$ cat src/rtl/mips_bus_pkg.sv
// Shared types and constants for the CPU bus arbiter and related grant logic.
package mips_bus_pkg;

  typedef enum logic [1:0] {
    IDLE    = 2'd0,
    GRANT_I = 2'd1,
    GRANT_D = 2'd2
  } arb_state_t;

  localparam logic [3:0]  BYTEEN_ALL      = 4'b1111;
  localparam logic [31:0] WORD_ALIGN_MASK = 32'hFFFF_FFFC;
  localparam logic [1:0]  GNT_NONE        = 2'b00;
  localparam logic [1:0]  GNT_I           = 2'b01;
  localparam logic [1:0]  GNT_D           = 2'b10;

endpackage

$ cat src/rtl/bus_grant_picker.sv
// Combinational two-way grant choice: fixed D-over-I priority or round-robin on last_d.
module bus_grant_picker
  import mips_bus_pkg::*;
#(
  parameter int DATA_PRIORITY = 1
) (
  input  logic       i_req,
  input  logic       d_req,
  input  logic       last_d,
  output logic [1:0] grant
);

  // One-hot grant; on a tie round-robin favours whoever was not served last.
  always_comb begin
    grant = GNT_NONE;
    if (i_req && d_req) begin
      if ((DATA_PRIORITY != 0) || !last_d) begin
        grant = GNT_D;
      end else begin
        grant = GNT_I;
      end
    end else if (d_req) begin
      grant = GNT_D;
    end else if (i_req) begin
      grant = GNT_I;
    end else begin
      grant = GNT_NONE;
    end
  end

endmodule

$ cat src/rtl/mips_bus_arbiter.sv
// Shares the single Avalon master port between instruction fetch (I) and load/store (D).
module mips_bus_arbiter
  import mips_bus_pkg::*;
#(
  parameter int DATA_PRIORITY = 1
) (
  input  logic        clk,
  input  logic        reset,
  input  logic        i_req,
  input  logic [31:0] i_address,
  output logic        i_done,
  output logic [31:0] i_readdata,
  input  logic        d_req,
  input  logic        d_write,
  input  logic [31:0] d_address,
  input  logic [31:0] d_writedata,
  input  logic [3:0]  d_byteenable,
  output logic        d_done,
  output logic [31:0] d_readdata,
  output logic [31:0] address,
  output logic        write,
  output logic        read,
  input  logic        waitrequest,
  output logic [31:0] writedata,
  output logic [3:0]  byteenable,
  input  logic [31:0] readdata,
  output logic        busy
);

  arb_state_t  state_r;
  logic        last_d_r;
  logic [1:0]  grant_s;
  logic [31:0] address_r;
  logic [31:0] writedata_r;
  logic [3:0]  byteenable_r;
  logic        read_r;
  logic        write_r;

  bus_grant_picker #(.DATA_PRIORITY(DATA_PRIORITY)) u_picker (
    .i_req  (i_req),
    .d_req  (d_req),
    .last_d (last_d_r),
    .grant  (grant_s)
  );

  // Arbitration FSM; bus fields are latched on the grant edge and held until completion.
  always_ff @(posedge clk or negedge reset) begin
    if (!reset) begin
      state_r      <= IDLE;
      last_d_r     <= 1'b0;
      address_r    <= 32'h0000_0000;
      writedata_r  <= 32'h0000_0000;
      byteenable_r <= 4'b0000;
      read_r       <= 1'b0;
      write_r      <= 1'b0;
    end else begin
      case (state_r)
        IDLE: begin
          if (grant_s == GNT_D) begin
            state_r      <= GRANT_D;
            address_r    <= d_address & WORD_ALIGN_MASK;
            read_r       <= !d_write;
            write_r      <= d_write;
            byteenable_r <= d_byteenable;
            writedata_r  <= d_writedata;
          end else if (grant_s == GNT_I) begin
            state_r      <= GRANT_I;
            address_r    <= i_address & WORD_ALIGN_MASK;
            read_r       <= 1'b1;
            write_r      <= 1'b0;
            byteenable_r <= BYTEEN_ALL;
            writedata_r  <= 32'h0000_0000;
          end else begin
            state_r <= IDLE;
          end
        end
        GRANT_I: begin
          if (!waitrequest) begin
            state_r  <= IDLE;
            read_r   <= 1'b0;
            write_r  <= 1'b0;
            last_d_r <= 1'b0;
          end
        end
        GRANT_D: begin
          if (!waitrequest) begin
            state_r  <= IDLE;
            read_r   <= 1'b0;
            write_r  <= 1'b0;
            last_d_r <= 1'b1;
          end
        end
        default: begin
          state_r <= IDLE;
          read_r  <= 1'b0;
          write_r <= 1'b0;
        end
      endcase
    end
  end

  assign address    = address_r;
  assign writedata  = writedata_r;
  assign byteenable = byteenable_r;
  assign read       = read_r;
  assign write      = write_r;
  assign busy       = (state_r != IDLE);
  assign i_done     = (state_r == GRANT_I) && !waitrequest;
  assign d_done     = (state_r == GRANT_D) && !waitrequest;
  assign i_readdata = readdata;
  assign d_readdata = readdata;

endmodule

$ cat config.mk
export PLATFORM = sky130hd
export DESIGN_NAME = mips_bus_arbiter
export DESIGN_NICKNAME = d
export VERILOG_FILES = /design/src/rtl/mips_bus_pkg.sv /design/src/rtl/bus_grant_picker.sv /design/src/rtl/mips_bus_arbiter.sv
export SDC_FILE = /design/constraint.sdc
export NUM_CORES = 1
export LEC_CHECK = 0
export ABC_AREA = 0
export BUFFER_PORTS_ARGS = -buffer_cell sky130_fd_sc_hd__buf_2
export CAP_MARGIN = 25
export CORE_MARGIN = 1.5
export CORE_UTILIZATION = 31
export CTS_BUF_LIST = sky130_fd_sc_hd__clkbuf_4 sky130_fd_sc_hd__clkbuf_8
export DETAILED_ROUTE_END_ITERATION = 8
export PLACE_DENSITY = 0.68
export SLEW_MARGIN = 15
export SYNTH_ARGS = -nofsm -noshare
export SYNTH_HDL_FRONTEND = slang
export SYNTH_SLANG_ARGS = --single-unit
$ cat constraint.sdc
create_clock -name clk -period 1.3 [get_ports clk]
set_input_delay 0.195 -clock clk [delete_from_list [all_inputs] [get_ports clk]]
set_output_delay 0.195 -clock clk [all_outputs]
set_load 0.1 [all_outputs]
==> reports/qor.csv, run 1 <==
stage,metric,value,unit
synthesis,synth warn,0,
worst_setup_path,CP endpoint kind,output pin,
worst_setup_path,critical path peak fanout,3,
route,Antenna Violating Nets Remaining,0,
outcome,failing checks,negative setup slack,
placed_design,RD Place Congestion,0.720,
floorplanning,Die ar.,11900,um2
job,number of max-cap violations,0,
clocking,clock buffer depth,2,
worst_setup_path,"Data arrival, critical path",1340,ps
floorplanning,Initial Utilization,32.0,%
global_routing,global-route wire length before repair,12500,um
global_routing,overall routing resource usage,13.7,%
worst_setup_path,family with the most delay on the worst path,buffers and inverters,
outcome,status,"complete, but fails checks",
clocking,clock sink count,70,
worst_setup_path,worst r2r src,state_r[0]$_DFFE_PN0P_,
global_routing,vias in the first global route,2657,
timing,Final Slew Violations,0,
timing,crit path time final,1540,ps
worst_setup_path,Critical Path Start,state_r[0]$_DFFE_PN0P_,
synthesis,Post-synth EDFFs,0,
timing,Setup TNS,-10910,ps
route,DRC Markers,0,
clocking,TritonCTS clock tree,yes,
timing,RSZ-0062 raised after global routing,yes,
synthesis,synth top area cells,"dfrtp_1 (50%), buf_4 (14%), mux2i_1 (8.6%)",
synthesis,sequential area share after synthesis,50.3,%
timing,final worst-path cycle share,118,%
synthesis,async set or reset register ratio after synthesis,100,%
route,WL final,8760,um
clocking,CTS root buffer,clkbuf_8,
route,Routed wire per std cell,14.7,um
route,via count,2709,
route,via/cell ratio,4.55,
timing,Fin. Hold Viols,0,
layout,Layout Nets,592,
route,DRT iter0 DRCs,77,
floorplanning,chip width,109,um
floorplanning,I/O pin cnt,275,
floorplanning,cell row count,38,
worst_setup_path,required time worst endpoint,1110,ps
worst_hold_path,hold path endpoint,writedata[28]$_DFFE_PN0P_,
placed_design,HPWL Detailed,6040,um
synthesis,most numerous cell in the Yosys netlist,dfrtp_1,
synthesis,Commonest cells post-synth,"dfrtp_1 (70), buf_4 (67), nand2_1 (35)",
worst_setup_path,biggest cell delay along the critical path,400,ps
timing,fmax,0.651,GHz
synthesis,Synth cell types,26,
worst_hold_path,Min-Delay Path Class,input pin to register,
floorplanning,Die H,109,um
worst_setup_path,critical path cell sequence,"inv_2, ha_4, buf_6, clkinvlp_4, buf_12",
synthesis,post-synthesis cell area,3480,um2
worst_setup_path,Critical-path top delay cell,dfrtp_1,
clocking,"CTS clk-pin slew, worst paths",80,ps
floorplanning,core footprint,10900,um2
layout,Area Overhead vs Synth,44.5,%
timing,Final WS setup,-237,ps
timing,Hold Slack,67.8,ps
route,Pre-Repair DR Iteration Count,4,
layout,share of cells above drive strength 1,55.5,%
synthesis,commonest register cell after synthesis,dfrtp_1,
synthesis,syn avg cell area,11.2,um2
timing,Final Skew,12.8,ps
worst_hold_path,hold path depth,2,
synthesis,largest area contributor in the netlist,dfrtp_1,
synthesis,top-area cell type share of the netlist area,50.3,%
placed_design,I/O Buffers,172,
worst_setup_path,RR Endpoint,writedata[5]$_DFFE_PN0P_,
worst_setup_path,Critical Path Source Type,register,
worst_setup_path,Buf/Inv on CP,4,
global_routing,largest net degree at the start of global routing,41,
worst_hold_path,hold path startpoint,d_writedata[28],
worst_setup_path,critical path type,register to output pin,
clocking,"Clk Latency, worst-skew pair",340,ps
global_routing,final global-route overflow total,0,
synthesis,Mapped Cells,311,
clocking,H-Tree Depth,3,
worst_setup_path,R2R setup slack,-230,ps
clocking,clock buffer count from CTS,9,
layout,antenna cell count,0,
timing,Setup-failing EPs final,71,
global_routing,initial antenna violation count,0,
synthesis,"FF+latch count, synth",70,
worst_setup_path,Reg2Reg Depth,7,
-- area by class of cell --
class / instances / area (um2)
tap: 140 / 175
clock inverter: 3 / 42.5
sequential: 70 / 1750
inverter: 4 / 18.8
multi-input combinational: 153 / 1140
clock buffer: 13 / 166
fill: 986 / 5860
timing repair buffer: 213 / 1740
-- how the worst max path moves through the flow --
stage          slack [ps]  cells after the start                   endpoint
2_1_floorplan         -40                      7  writedata[10]$_DFFE_PN0P_
3_3_place_gp           40                      5  writedata[12]$_DFFE_PN0P_
3_5_place_dp            8                      5  writedata[11]$_DFFE_PN0P_
4_1_cts              -280                      5                       busy
5_1_grt              -310                      5                       busy
6_report             -240                      5                       busy
-- logic make-up (layout without fill, tap and decap cells) --
group / after synthesis / in the layout / synth area share, %
buffers and inverters: 89 / 233 / 20.0
AOI/OAI and AO/OA: 72 / 72 / 14.3
DFF: 70 / 70 / 50.3
and+or+nand+nor: 46 / 46 / 5.60
muxes: 30 / 30 / 8.62
adders and majority gates: 3 / 3 / 1.08
other: 1 / 2 / 0.108
-- metal layers --
layer	wire, um	share of wire, %	up-vias	track usage [%]
met2	4400	50	151	24.1
met3	734	8.4	20	5.02
met1	3460	40	1259	14.9
met5	0	0	-	0
li1	-	-	1279	-
met4	162	1.8	0	5.45
-- sequential cells by signal, indices dropped and copies added (netlist names) --
| register | flops |
|---|---|
| address | 30 |
| byteenable | 4 |
| read | 1 |
| state_r | 2 |
| write | 1 |
| writedata | 32 |
-- cell usage in the layout, fill, tap and decap left out, drive strengths merged, types with 3 or more instances in the layout --
cell type / Yosys / layout
clkbuf: 2 / 17
dfrtp: 70 / 70
o22a: 3 / 3
o21ai: 33 / 33
inv: 4 / 3
nand2: 35 / 35
ha: 3 / 3
mux2i: 30 / 30
nand3: 4 / 4
a22o: 32 / 32
buf: 83 / 208
-- stage by stage --
stage          cell area, um2  cells  util, %  setup slack [ps]
2_1_floorplan            3520    312        -             -41.8
3_3_place_gp             4280    559     39.3              43.6
3_5_place_dp             4280    559     39.3              7.79
4_1_cts                  4800    582     44.1              -278
5_1_grt                  5030    596     46.2              -313
6_report                 5030    596     46.2              -237
-- timing repair --
action                     4_1_cts  5_1_grt
pin swaps                        5       18
hold endpoints to repair        20        0
gates cloned                     3        4
buffers inserted                 3       10
setup endpoints to repair       76       73
resized for setup               69       32
hold buffers                     1        0
Power of run 1 is left out: the tool's default activity adds up to more than one toggle a clock period on the data nets, which glitch-free logic cannot reach.
==> run 2: changes to the inputs <==
- CORE_AREA: default -> 2 2 106 108
- CORE_MARGIN: 1.5 -> default
- CORE_UTILIZATION: 31 -> default
- DIE_AREA: default -> 0 0 108 110
- PLACE_DENSITY: 0.68 -> 0.71
- SKIP_LAST_GASP: default -> 1
==> run 2 against run 1 <==
Compared with the run above:
- the run still ends with negative setup slack left
- via count grew 3.5%
- first-iteration DRC count grew 30%
- critical path depth unchanged
- clock-buffer cell count down 2
- maximum frequency is 0.44% higher
==> reports/qor.csv, run 2 (synthesized netlist as in run 1, its figures left out) <==
stage,metric,value,unit,change
outcome,status,"complete, but fails checks",,
outcome,failing checks,negative setup slack,,
layout,fin cells,593,,-0.50%
worst_setup_path,worst r2r src,state_r[0]$_DFFE_PN0P_,,
floorplanning,cell row count,38,,unchanged
worst_setup_path,"Data arrival, critical path",1340,ps,about the same
placed_design,RD Place Congestion,0.706,,-2.0%
global_routing,vias in the first global route,2659,,+0.075%
worst_setup_path,biggest cell delay along the critical path,400,ps,about the same
timing,fmax,0.654,GHz,+0.44%
worst_setup_path,family with the most delay on the worst path,buffers and inverters,,
clocking,"Clk Latency, worst-skew pair",340,ps,about the same
worst_setup_path,Buf/Inv on CP,4,,unchanged
worst_setup_path,R2R setup slack,-200,ps,+30 ps
placed_design,dpl cell area,4180,um2,-2.3%
floorplanning,Initial Utilization,32.6,%,+0.57 points
timing,Setup-failing EPs final,65,,-8.5%
job,number of max-cap violations,0,,unchanged
layout,"commonest non-fill, non-tap cells in the layout","buf_2 (100), dfrtp_1 (70), buf_4 (67)",,
floorplanning,Die H,110,um,+0.92%
timing,Fin. Hold Viols,0,,unchanged
worst_hold_path,hold path startpoint,d_byteenable[1],,
clocking,clock buffer depth,2,,unchanged
route,via/cell ratio,4.73,,+4.1%
timing,crit path time final,1530,ps,-6.79 ps
placed_design,placed cells,547,,-2.1%
route,DRT iter0 DRCs,100,,+30%
layout,share of cells above drive strength 1,63.4,%,+7.9 points
floorplanning,I/O pin cnt,275,,unchanged
clocking,"CTS clk-pin slew, worst paths",70,ps,about the same
layout,antenna cell count,0,,unchanged
global_routing,global-route wire length before repair,13100,um,+5.3%
worst_setup_path,Critical Path Source Type,register,,
layout,Area Overhead vs Synth,50.8,%,
layout,Layout Nets,590,,-0.34%
route,via count,2805,,+3.5%
worst_setup_path,critical path type,register to output pin,,
worst_setup_path,critical path peak fanout,3,,unchanged
route,Antenna Violating Nets Remaining,0,,unchanged
clocking,TritonCTS clock tree,yes,,
worst_setup_path,RR Endpoint,address[9]$_DFFE_PN0P_,,
floorplanning,chip width,108,um,-0.92%
worst_setup_path,Critical-path top delay cell,dfrtp_1,,
clocking,clock buffer count from CTS,9,,unchanged
worst_setup_path,Reg2Reg Depth,9,,+2
worst_hold_path,Min-Delay Path Class,input pin to register,,
global_routing,final global-route overflow total,0,,unchanged
layout,"most common cell after layout, fill and taps aside",buf_2,,
layout,final core occ,49.1,%,+2.9 points
route,WL final,9830,um,+12%
placed_design,HPWL Detailed,5890,um,-2.4%
route,Routed wire per std cell,16.6,um,+13%
clocking,clock sink count,70,,unchanged
layout,max FFs per register,32,,unchanged
timing,Final WS setup,-230,ps,+6.79 ps
worst_hold_path,hold path endpoint,byteenable[1]$_DFFE_PN0P_,,
clocking,CTS root buffer,clkbuf_8,,
worst_hold_path,hold path depth,2,,unchanged
worst_setup_path,required time worst endpoint,1110,ps,about the same
timing,Final Slew Violations,0,,unchanged
layout,filler cell count,938,,-4.9%
clocking,H-Tree Depth,3,,unchanged
timing,final worst-path cycle share,118,%,-0.52 points
placed_design,I/O Buffers,172,,unchanged
route,Pre-Repair DR Iteration Count,4,,unchanged
worst_setup_path,critical path cell sequence,"inv_2, ha_4, buf_6, clkinvlp_4, buf_12",,
floorplanning,Die ar.,11900,um2,about the same
route,DRC Markers,0,,unchanged
timing,RSZ-0062 raised after global routing,yes,,
timing,Final Skew,6.99,ps,-5.83 ps
global_routing,initial antenna violation count,0,,unchanged
worst_setup_path,CP endpoint kind,output pin,,
floorplanning,core footprint,10700,um2,-1.7%
layout,Post-Layout Inst Area,5250,um2,+4.4%
global_routing,largest net degree at the start of global routing,41,,unchanged
global_routing,overall routing resource usage,14.7,%,+0.97 points
## run 2: cell type report
type	count	area, um2	area share, %
clock buffer	11	139	2.64
clock inverter	4	25.0	0.476
inverter	4	18.8	0.357
multi-input combinational	158	1360	26.0
sequential	70	1750	33.3
tap	140	175	3.33
timing repair buffer	206	1780	33.9
## run 2: stage by stage
stage,hold slack [ps],setup TNS [ps],setup WS [ps]
final,63.9,-8360,-230
after detailed placement,118,-50.4,-13.1
after global placement,120,0,46.5
after floorplan,-101,-1290,-41.8
after CTS,43.3,-7440,-258
after global routing,41.4,-12800,-305
## run 2: how the worst max path moves through the flow
stage | startpoint | to | slack, ps | depth (start not counted)
after floorplan | state_r[1]$_DFFE_PN0P_ | writedata[10]$_DFFE_PN0P_ | -40 | 7
after global placement | state_r[1]$_DFFE_PN0P_ | writedata[4]$_DFFE_PN0P_ | 50 | 4
after detailed placement | state_r[1]$_DFFE_PN0P_ | writedata[5]$_DFFE_PN0P_ | -10 | 4
after CTS | state_r[0]$_DFFE_PN0P_ | i_done | -260 | 4
after global routing | state_r[0]$_DFFE_PN0P_ | d_done | -300 | 4
final | state_r[0]$_DFFE_PN0P_ | busy | -230 | 5
## run 2: layer usage
layer  GRT usage (%)  up-vias  part of all wire, %  wire length [um]
met5               0        -                    0                 0
met4            6.68        0                  2.0               192
met3            4.82       29                  7.8               766
met2            27.0      150                   53              5190
met1            15.2     1340                   37              3680
li1                -     1286                    -                 -
## run 2: worst reg2reg max path, cell delays in order, from the launching register on
cell and delay, ps:
dfrtp_1 400, inv_2 100, ha_4 150, buf_6 100, o21ai_4 100, buf_12 180, buf_12 120, buf_16 130
nand2_2 60, o21ai_1 50
## run 2: timing repair
action / in CTS / in global routing
resized for setup: 67 / 87
endpoints found under the hold margin: 20 / 0
setup endpoints to repair: 91 / 71
gates cloned: 7 / 11
hold buffers: 1 / 0
pin swaps: 7 / 42
setup buffers: 9 / 5
Power of run 2 is left out for the same reason.
==> run 3: changes to the inputs <==
- CAP_MARGIN: 25 -> default
- PLACE_DENSITY: 0.71 -> 0.68
- clock period: 1.3 -> 1.8 ns (I/O delays scaled with it)
==> run 3 against run 2 <==
Compared with the run above:
- global-route usage decreased by 1.9 points
- worst hold slack improved by 84 ps
- largest cell class is now flip-flops and latches
- setup slack improved by 340 ps
- register-to-register slack improved by 580 ps
- sequential share of layout area increased by 8.4 points
- critical path depth decreased by 1
- highest routed layer unchanged
- the flow now finishes without violations
==> reports/qor.csv, run 3 (synthesized netlist as in run 1, its figures left out) <==
stage,metric,value,unit,change
outcome,status,"finished, final reports clean",,
route,Routed wire per std cell,13.7,um,-17%
worst_setup_path,Reg2Reg Depth,5,,-4
clocking,"CTS clk-pin slew, worst paths",70,ps,about the same
route,Pre-Repair DR Iteration Count,4,,unchanged
placed_design,Place WS,331,ps,+344 ps
route,via/cell ratio,4.52,,-4.5%
worst_setup_path,Worst setup endpoint,i_done,,
worst_setup_path,Critical Path Source Type,register,,
placed_design,I/O Buffers,172,,unchanged
route,WL final,7700,um,-22%
layout,Layout Nets,558,,-5.4%
route,DRT iter0 DRCs,88,,-12%
layout,fin cells,562,,-5.2%
layout,max FFs per register,32,,unchanged
timing,RSZ-0062 raised after global routing,yes,,
floorplanning,cell row count,38,,unchanged
worst_setup_path,CP endpoint kind,output pin,,
worst_setup_path,RR Endpoint,writedata[19]$_DFFE_PN0P_,,
job,number of max-cap violations,0,,unchanged
worst_setup_path,Buf/Inv on CP,2,,-2
timing,Final Slew Violations,0,,unchanged
timing,crit path time final,1690,ps,
route,via count,2540,,-9.4%
global_routing,initial antenna violation count,0,,unchanged
timing,Setup-failing EPs final,0,,-100%
floorplanning,chip width,108,um,unchanged
global_routing,vias in the first global route,2455,,-7.7%
placed_design,HPWL Detailed,5760,um,-2.3%
worst_setup_path,number of cells on the critical path,4,,-1
clocking,clock buffer depth,2,,unchanged
worst_setup_path,Critical-path top delay cell,dfrtp_1,,
worst_setup_path,worst r2r src,state_r[0]$_DFFE_PN0P_,,
timing,Fin. Hold Viols,0,,unchanged
worst_setup_path,critical path peak fanout,3,,unchanged
route,Antenna Violating Nets Remaining,0,,unchanged
worst_setup_path,required time worst endpoint,1530,ps,+420 ps
clocking,H-Tree Depth,3,,unchanged
layout,"commonest non-fill, non-tap cells in the layout","buf_2 (168), dfrtp_1 (70), nand2_1 (35)",,
global_routing,final global-route overflow total,0,,unchanged
clocking,Setup Buffers After CTS,0,,-9
layout,share of cells above drive strength 1,47.4,%,-16 points
worst_setup_path,"Data arrival, critical path",1420,ps,+80 ps
worst_hold_path,Min-Delay Path Class,input pin to register,,
worst_setup_path,biggest cell delay along the critical path,390,ps,about the same
layout,"most common cell after layout, fill and taps aside",buf_2,,
floorplanning,Die H,110,um,unchanged
layout,Area Overhead vs Synth,20.4,%,
placed_design,RD Place Congestion,0.682,,-3.4%
floorplanning,I/O pin cnt,275,,unchanged
timing,fmax,0.591,GHz,
layout,final core occ,39.2,%,-9.9 points
global_routing,global-route wire length before repair,11700,um,-11%
timing,Final WS setup,108,ps,+338 ps
floorplanning,core footprint,10700,um2,unchanged
worst_setup_path,critical path cell sequence,"inv_1, ha_1, nor2b_2, buf_4",,
worst_setup_path,family with the most delay on the worst path,buffers and inverters,,
layout,antenna cell count,0,,unchanged
global_routing,overall routing resource usage,12.8,%,-1.9 points
route,DRC Markers,0,,unchanged
clocking,CTS root buffer,clkbuf_8,,
global_routing,largest net degree at the start of global routing,40,,-2.4%
clocking,clock buffer count from CTS,9,,unchanged
worst_setup_path,Critical Path Start,state_r[1]$_DFFE_PN0P_,,
timing,Final Skew,14.3,ps,+7.32 ps
floorplanning,Die ar.,11900,um2,unchanged
worst_setup_path,critical path type,register to output pin,,
timing,final worst-path cycle share,94.0,%,
clocking,"Clk Latency, worst-skew pair",330,ps,about the same
clocking,clock sink count,70,,unchanged
worst_setup_path,R2R setup slack,380,ps,+580 ps
floorplanning,Initial Utilization,32.6,%,unchanged
placed_design,placed cells,545,,-0.37%
clocking,TritonCTS clock tree,yes,,
## run 3: how the worst min path moves through the flow
stage,start,to,slack [ps],cells after the start
2_1_floorplan,reset,address[10]$_DFFE_PN0P_,-30,0
3_3_place_gp,reset,writedata[1]$_DFFE_PN0P_,240,1
3_5_place_dp,reset,writedata[1]$_DFFE_PN0P_,240,1
4_1_cts,d_writedata[15],writedata[15]$_DFFE_PN0P_,120,2
5_1_grt,d_writedata[27],writedata[27]$_DFFE_PN0P_,120,2
6_report,d_byteenable[1],byteenable[1]$_DFFE_PN0P_,150,2
## run 3: per-layer routing
layer	wire length (um)	part of all wire [%]	vias to the layer above	global-route usage (%)
li1	-	-	1210	-
met1	3100	40	1158	14.2
met2	3700	48	149	22.1
met3	731	9.5	23	3.76
met4	174	2.3	0	7.42
met5	0	0	-	0
## run 3: area by class of cell
type | instances | area, um2
clock buffer | 12 | 146
inverter | 4 | 15.0
sequential | 70 | 1750
tap | 140 | 175
clock inverter | 4 | 47.5
timing repair buffer | 179 | 992
multi-input combinational | 153 | 1060
fill | 1078 | 6500
## run 3: what timing repair did
action                                 CTS  global route
resized for setup                        2             3
hold buffers                             1             0
gates cloned                             0             0
setup endpoints to repair                2             1
endpoints found under the hold margin   31             0
## run 3: worst register-to-register path, cell delays in order (launching register included)
cell	delay, ps
dfrtp_1	380
inv_1	130
ha_4	180
o21ai_4	130
buf_12	200
a22o_1	270
## run 3: through the flow
stage,TNS (ps),cell area (um2),hold WS (ps)
finish,0,4190,148
global route,-7.93,4190,122
CTS,0,4180,118
detailed placement,0,3970,240
global placement,0,3970,243
floorplan,0,3490,-25.6
Power of run 3 is left out for the same reason.
